**src/rtl/key_time_entry_if.sv**
```systemverilog
// Keypad-to-clock-core bus for the time-entry block: key events in,
// committed time, edit buffer and status strobes out.
interface key_time_entry_if;
  logic        Key_flag;
  logic [3:0]  Key_Value;
  logic [23:0] Set_Time;
  logic        Set_Valid;
  logic        Edit_Active;
  logic [23:0] Edit_Time;
  logic [2:0]  Digit_Idx;
  logic        Err;
  logic        Timeout;

  // Keypad/consumer side
  modport master (
    output Key_flag, Key_Value,
    input  Set_Time, Set_Valid, Edit_Active, Edit_Time, Digit_Idx, Err, Timeout
  );

  // Time-entry block side
  modport slave (
    input  Key_flag, Key_Value,
    output Set_Time, Set_Valid, Edit_Active, Edit_Time, Digit_Idx, Err, Timeout
  );
endinterface

```
**src/rtl/key_time_entry.sv**
```systemverilog
// Keypad-driven HH:MM:SS edit session: collects six range-checked BCD digits,
// supports backspace/cancel/restart/timeout and strobes the committed time out.
module key_time_entry #(
  parameter int TIMEOUT_CYC = 500_000_000
) (
  input logic             Clk,
  input logic             Rst,
  key_time_entry_if.slave kte
);

  localparam int CNT_W = (TIMEOUT_CYC > 2) ? $clog2(TIMEOUT_CYC) : 1;
  localparam logic [CNT_W-1:0] CNT_LAST = CNT_W'(TIMEOUT_CYC - 1);

  localparam logic [3:0] KEY_A = 4'd10;
  localparam logic [3:0] KEY_B = 4'd11;
  localparam logic [3:0] KEY_C = 4'd12;
  localparam logic [3:0] KEY_F = 4'd15;

  typedef enum logic [1:0] {
    IDLE   = 2'd0,
    ENTRY  = 2'd1,
    COMMIT = 2'd2
  } state_t;

  state_t           state_reg;
  logic [23:0]      buf_reg;
  logic [2:0]       idx_reg;
  logic [23:0]      set_time_reg;
  logic             set_valid_reg;
  logic             edit_active_reg;
  logic             err_reg;
  logic             timeout_reg;
  logic [CNT_W-1:0] cnt_reg;

  logic [3:0]  digit_max [8];
  logic [23:0] buf_write;
  logic [23:0] buf_back;
  logic        digit_ok;

  // Highest legal digit per position; Hu depends on the buffered Ht.
  genvar gi;
  generate
    for (gi = 0; gi < 8; gi++) begin : g_max
      if (gi == 0) begin : g_ht
        assign digit_max[gi] = 4'd2;
      end else if (gi == 1) begin : g_hu
        assign digit_max[gi] = (buf_reg[23:20] == 4'd2) ? 4'd3 : 4'd9;
      end else if (gi == 2 || gi == 4) begin : g_tens
        assign digit_max[gi] = 4'd5;
      end else if (gi == 3 || gi == 5) begin : g_units
        assign digit_max[gi] = 4'd9;
      end else begin : g_none
        assign digit_max[gi] = 4'd0;
      end
    end
  endgenerate

  always_comb begin
    buf_write = buf_reg;
    buf_back  = buf_reg;
    for (int i = 0; i < 6; i++) begin
      if (idx_reg == 3'(i))
        buf_write[(5-i)*4 +: 4] = kte.Key_Value;
      if (idx_reg == 3'(i + 1))
        buf_back[(5-i)*4 +: 4] = 4'd0;
    end
    digit_ok = (idx_reg < 3'd6) && (kte.Key_Value <= digit_max[idx_reg]);
  end

  always_ff @(posedge Clk or posedge Rst) begin
    if (Rst) begin
      state_reg       <= IDLE;
      buf_reg         <= '0;
      idx_reg         <= '0;
      set_time_reg    <= '0;
      set_valid_reg   <= 1'b0;
      edit_active_reg <= 1'b0;
      err_reg         <= 1'b0;
      timeout_reg     <= 1'b0;
      cnt_reg         <= '0;
    end else begin
      set_valid_reg <= 1'b0;
      err_reg       <= 1'b0;
      timeout_reg   <= 1'b0;
      case (state_reg)
        IDLE: begin
          cnt_reg <= '0;
          if (kte.Key_flag && kte.Key_Value == KEY_A) begin
            buf_reg         <= '0;
            idx_reg         <= '0;
            state_reg       <= ENTRY;
            edit_active_reg <= 1'b1;
          end
        end
        ENTRY: begin
          // A key in the expiry cycle takes priority over the timeout.
          if (kte.Key_flag) begin
            cnt_reg <= '0;
            if (kte.Key_Value <= 4'd9) begin
              if (digit_ok) begin
                buf_reg <= buf_write;
                idx_reg <= idx_reg + 3'd1;
              end else begin
                err_reg <= 1'b1;
              end
            end else begin
              case (kte.Key_Value)
                KEY_A: begin
                  buf_reg <= '0;
                  idx_reg <= '0;
                end
                KEY_B: begin
                  if (idx_reg != 3'd0) begin
                    buf_reg <= buf_back;
                    idx_reg <= idx_reg - 3'd1;
                  end else begin
                    err_reg <= 1'b1;
                  end
                end
                KEY_C: begin
                  state_reg       <= IDLE;
                  edit_active_reg <= 1'b0;
                end
                KEY_F: begin
                  if (idx_reg == 3'd6) begin
                    state_reg       <= COMMIT;
                    edit_active_reg <= 1'b0;
                  end else begin
                    err_reg <= 1'b1;
                  end
                end
                default: ;
              endcase
            end
          end else if (cnt_reg == CNT_LAST) begin
            timeout_reg     <= 1'b1;
            state_reg       <= IDLE;
            edit_active_reg <= 1'b0;
            cnt_reg         <= '0;
          end else begin
            cnt_reg <= cnt_reg + 1'b1;
          end
        end
        COMMIT: begin
          set_time_reg  <= buf_reg;
          set_valid_reg <= 1'b1;
          state_reg     <= IDLE;
        end
        default: state_reg <= IDLE;
      endcase
    end
  end

  assign kte.Set_Time    = set_time_reg;
  assign kte.Set_Valid   = set_valid_reg;
  assign kte.Edit_Active = edit_active_reg;
  assign kte.Edit_Time   = buf_reg;
  assign kte.Digit_Idx   = idx_reg;
  assign kte.Err         = err_reg;
  assign kte.Timeout     = timeout_reg;

endmodule

```
**src/flat_wrapper.sv**
```systemverilog
// flat-port wrapper written by rule: the top's interface ports become plain ports
module key_time_entry_flat 
#(
  parameter int TIMEOUT_CYC = 500_000_000
)
  (Clk, Rst, kte_Key_flag, kte_Key_Value, kte_Set_Time, kte_Set_Valid, kte_Edit_Active, kte_Edit_Time, kte_Digit_Idx, kte_Err, kte_Timeout);
  key_time_entry_if kte_i ();
  input logic Clk;
  input logic Rst;
  input wire logic [$bits(kte_i.Key_flag)-1:0] kte_Key_flag;
  input wire logic [$bits(kte_i.Key_Value)-1:0] kte_Key_Value;
  output wire logic [$bits(kte_i.Set_Time)-1:0] kte_Set_Time;
  output wire logic [$bits(kte_i.Set_Valid)-1:0] kte_Set_Valid;
  output wire logic [$bits(kte_i.Edit_Active)-1:0] kte_Edit_Active;
  output wire logic [$bits(kte_i.Edit_Time)-1:0] kte_Edit_Time;
  output wire logic [$bits(kte_i.Digit_Idx)-1:0] kte_Digit_Idx;
  output wire logic [$bits(kte_i.Err)-1:0] kte_Err;
  output wire logic [$bits(kte_i.Timeout)-1:0] kte_Timeout;
  assign kte_i.Key_flag = kte_Key_flag;
  assign kte_i.Key_Value = kte_Key_Value;
  assign kte_Set_Time = kte_i.Set_Time;
  assign kte_Set_Valid = kte_i.Set_Valid;
  assign kte_Edit_Active = kte_i.Edit_Active;
  assign kte_Edit_Time = kte_i.Edit_Time;
  assign kte_Digit_Idx = kte_i.Digit_Idx;
  assign kte_Err = kte_i.Err;
  assign kte_Timeout = kte_i.Timeout;
  key_time_entry #(.TIMEOUT_CYC(TIMEOUT_CYC)) u_core (.Clk(Clk), .Rst(Rst), .kte(kte_i));
endmodule
```
**config.mk**
```make
export PLATFORM = sky130hd
export DESIGN_NAME = key_time_entry_flat
export DESIGN_NICKNAME = d
export VERILOG_FILES = /design/src/rtl/key_time_entry_if.sv /design/src/rtl/key_time_entry.sv /design/src/flat_wrapper.sv
export SDC_FILE = /design/constraint.sdc
export NUM_CORES = 1
export LEC_CHECK = 0
export BUFFER_PORTS_ARGS = -buffer_cell sky130_fd_sc_hd__buf_2
export CORE_ASPECT_RATIO = 1.5
export CORE_MARGIN = 4
export CORE_UTILIZATION = 55
export CTS_BUF_LIST = sky130_fd_sc_hd__clkbuf_16
export DETAILED_ROUTE_END_ITERATION = 16
export GPL_ROUTABILITY_DRIVEN = 0
export PLACE_DENSITY = 0.77
export SYNTH_ARGS = -nofsm -noshare
export SYNTH_HDL_FRONTEND = slang
export SYNTH_SLANG_ARGS = --single-unit
```
**constraint.sdc**
```tcl
create_clock -name Clk -period 3.6 [get_ports Clk]
set_clock_uncertainty 0.1 [all_clocks]
set_input_delay 0.72 -clock Clk [delete_from_list [all_inputs] [get_ports Clk]]
set_output_delay 0.72 -clock Clk [all_outputs]
set_load 0.01 [all_outputs]
```
==> results.json <==
{
  "leakagePower_nw": 2.273,
  "ys_warn_count": 0,
  "root_buffer": "clkbuf_16",
  "setup_viol_count_final": 0,
  "synthCells": 401,
  "synthAdderAreaFrac_pct": 3.516,
  "syn_avg_cell_area_um2": 10.65,
  "ctsResizeCount": 0,
  "drtIter0Drc": 228,
  "synth-xor-area-share_pct": 4.922,
  "slowest_delay_ns": 0.73,
  "dp_slack_ns": 0.3823,
  "synth_cell_types": 58,
  "rows": 39,
  "final_common_cell": "dfrtp_1",
  "diodes": 0,
  "routed_via_density": 5.972,
  "core_mm2": 0.007612,
  "slew_headroom_pct": 45.59,
  "portBuffers": 61,
  "crit_chain": "or4b_2, nor2_1, o31a_1, ha_1, o22ai_1, o21ai_0, nor3_2, a32o_1",
  "wl_per_cell_um": 17.62,
  "dp_hpwl_mm": 6.946,
  "grt_start_max_net_pins": 40,
  "cts_hold_buffers": 0,
  "start_util_pct": 56.10,
  "fin_tns_setup_ns": 0,
  "fin_nets": 478,
  "layout_min_cycle_time_ns": 3.324,
  "synth_edf_count": 0,
  "synthFlopType": "dfrtp_1",
  "dr.max_layer_used": "met4",
  "firstDrtPassIters": 5,
  "wl_met3_um": 537,
  "die-width_um": 79.95,
  "die_area_mm2": 0.009267,
  "cts_num_sinks": 86,
  "maxCapViolCount": 0,
  "outcome": "completed",
  "peakVddDrop_uv": 453.2,
  "final_max_slew_viol_count": 0,
  "fin_crit_sh_pct": 92.35,
  "async_reset_ff_share_pct": 100.0,
  "antenna_found_initial": 0,
  "path_clk_slew_ns": 0.06,
  "grt.total_usage_pct": 23.49,
  "worst-setup-path-type": "flop to flop",
  "p_per_area_mw_per_mm2": 516.9,
  "netlist_area_mm2": 0.004270,
  "grt_pass1_wl_mm": 16.55,
  "required_ns": 3.78,
  "drive_gt1_share_pct": 26.51,
  "die_h_um": 115.9,
  "area_growth_pct": 15.73,
  "setup_ws_ns": 0.2756,
  "fmax_ghz": 0.3008,
  "cp-end-kind": "flop",
  "finalHoldViolCount": 0,
  "synth_top_family_by_area": "simple AND/OR/NAND/NOR gates",
  "wirelength_mm": 9.973,
  "arrival_ns": 3.50,
  "clk_latency_ns": 0.34,
  "postCtsSetupRepairBufs": 0,
  "drc_errors": 0,
  "critPathMaxFanout": 12,
  "ioPinCount": 62,
  "tightest_slew_ns": 0.8117,
  "wl_met2_mm": 5.245,
  "rsz0062_at_grt": "no",
  "cp_slowest_cell": "or4b_2",
  "largest_reg_flops": 29,
  "num_vias": 3380,
  "clockBufferDepth": 2,
  "ys_seq_elements": 86,
  "synth_compound_gate_area_share_pct": 12.28,
  "cts_buffers": 9,
  "startpoint_type": "flop",
  "grt_overflow": 0,
  "detail-route-antenna-nets": 0,
  "syn_nets": 420,
  "final_cell_mix": "dfrtp_1, buf_2, nor2_1, nand2_1",
  "cts_tree": "done",
  "ys_seq_area_share_pct": 50.40,
  "synthMuxAreaShare_pct": 7.091,
  "htree_levels": 3,
  "worst_hold_path_type": "input port to async pin",
  "wl_met1_mm": 3.795,
  "synth_simple_gate_area_share_pct": 17.37,
  "grt_pass1_vias": 3274
}
-- power by group --
group / internal [mW] / switching (mW)
Combinational: 0.195 / 0.367
Sequential: 1.01 / 0.0565
Clock: 0.538 / 0.387
-- per-stage QoR --
step | total power [mW] | hold slack, ns | area, um2 | util, % | cells
after floorplan | 1.468 | 0.3905 | 4270 | - | 401
after global placement | 1.611 | 0.3839 | 4642 | 60.98 | 550
after detailed placement | 1.626 | 0.3904 | 4642 | 60.98 | 550
after CTS | 2.554 | 0.3743 | 4942 | 64.92 | 566
after global routing | 2.683 | 0.4097 | 4942 | 64.92 | 566
final | 2.554 | 0.3558 | 4942 | 64.92 | 566
-- synth_stat cells, drive strengths merged (8+ instances only) --
cell / count / area [um2]
nand2: 28 / 105.1
o21ai: 14 / 70.07
ha: 12 / 150.1
dfrtp: 86 / 2152
buf: 9 / 57.56
a21oi: 8 / 51.30
mux2: 26 / 292.8
nand3: 15 / 80.08
nor2: 37 / 143.9
a32o: 13 / 130.1
nor3: 13 / 70.07
nor4: 8 / 68.82
inv: 27 / 101.4
o22ai: 8 / 50.05
clkbuf: 8 / 30.03
xnor2: 19 / 166.4
nand4: 8 / 50.05
-- kinds of logic after synthesis --
kind of cell / after synthesis
muxes: 27
and+or+nand+nor: 138
buffers and inverters: 44
DFF: 86
AOI/OAI and AO/OA: 70
xor gates and xnor gates: 24
adders and majority gates: 12
-- worst paths after layout --
path	startpoint	end	slack, ns	cells past startpoint
max in group asynchronous	Rst	u_core.kte.Edit_Time[22]	2.25	3
hold / removal	Rst	u_core.kte.Set_Time[19]	0.36	2
min in group Clk	u_core.kte.Set_Time[14]	u_core.kte.Set_Time[14]	0.40	1
setup reg to reg	u_core.kte.Edit_Time[20]	u_core.kte.Edit_Time[0]	0.28	8
setup / recovery	u_core.kte.Edit_Time[20]	u_core.kte.Edit_Time[0]	0.28	8
hold reg to reg	u_core.kte.Set_Time[14]	u_core.kte.Set_Time[14]	0.40	1
-- worst max-delay path, delay by kind of cell, from the launching register on --
family | cells | cell delay [ns]
DFF | 1 | 0.40
AOI/OAI and AO/OA | 4 | 0.94
adders and majority gates | 1 | 0.27
and+or+nand+nor | 3 | 1.55
-- layer usage --
metal  vias to the layer above  GRT usage (%)
met5                         -              0
met4                         0          13.08
met3                        36          5.832
met2                       136          38.77
met1                      1652          27.88
li1                       1556              -
-- final cells by class --
| class | instances | area, um2 |
|---|---|---|
| tap | 102 | 127.6 |
| inverter | 27 | 102.6 |
| multi-input combinational | 271 | 1932 |
| sequential | 86 | 2152 |
| clock inverter | 7 | 75.07 |
| fill | 621 | 2670 |
| timing repair buffer | 64 | 327.8 |
| clock buffer | 9 | 225.2 |
Note: power is estimated with default switching activity, not from simulation.
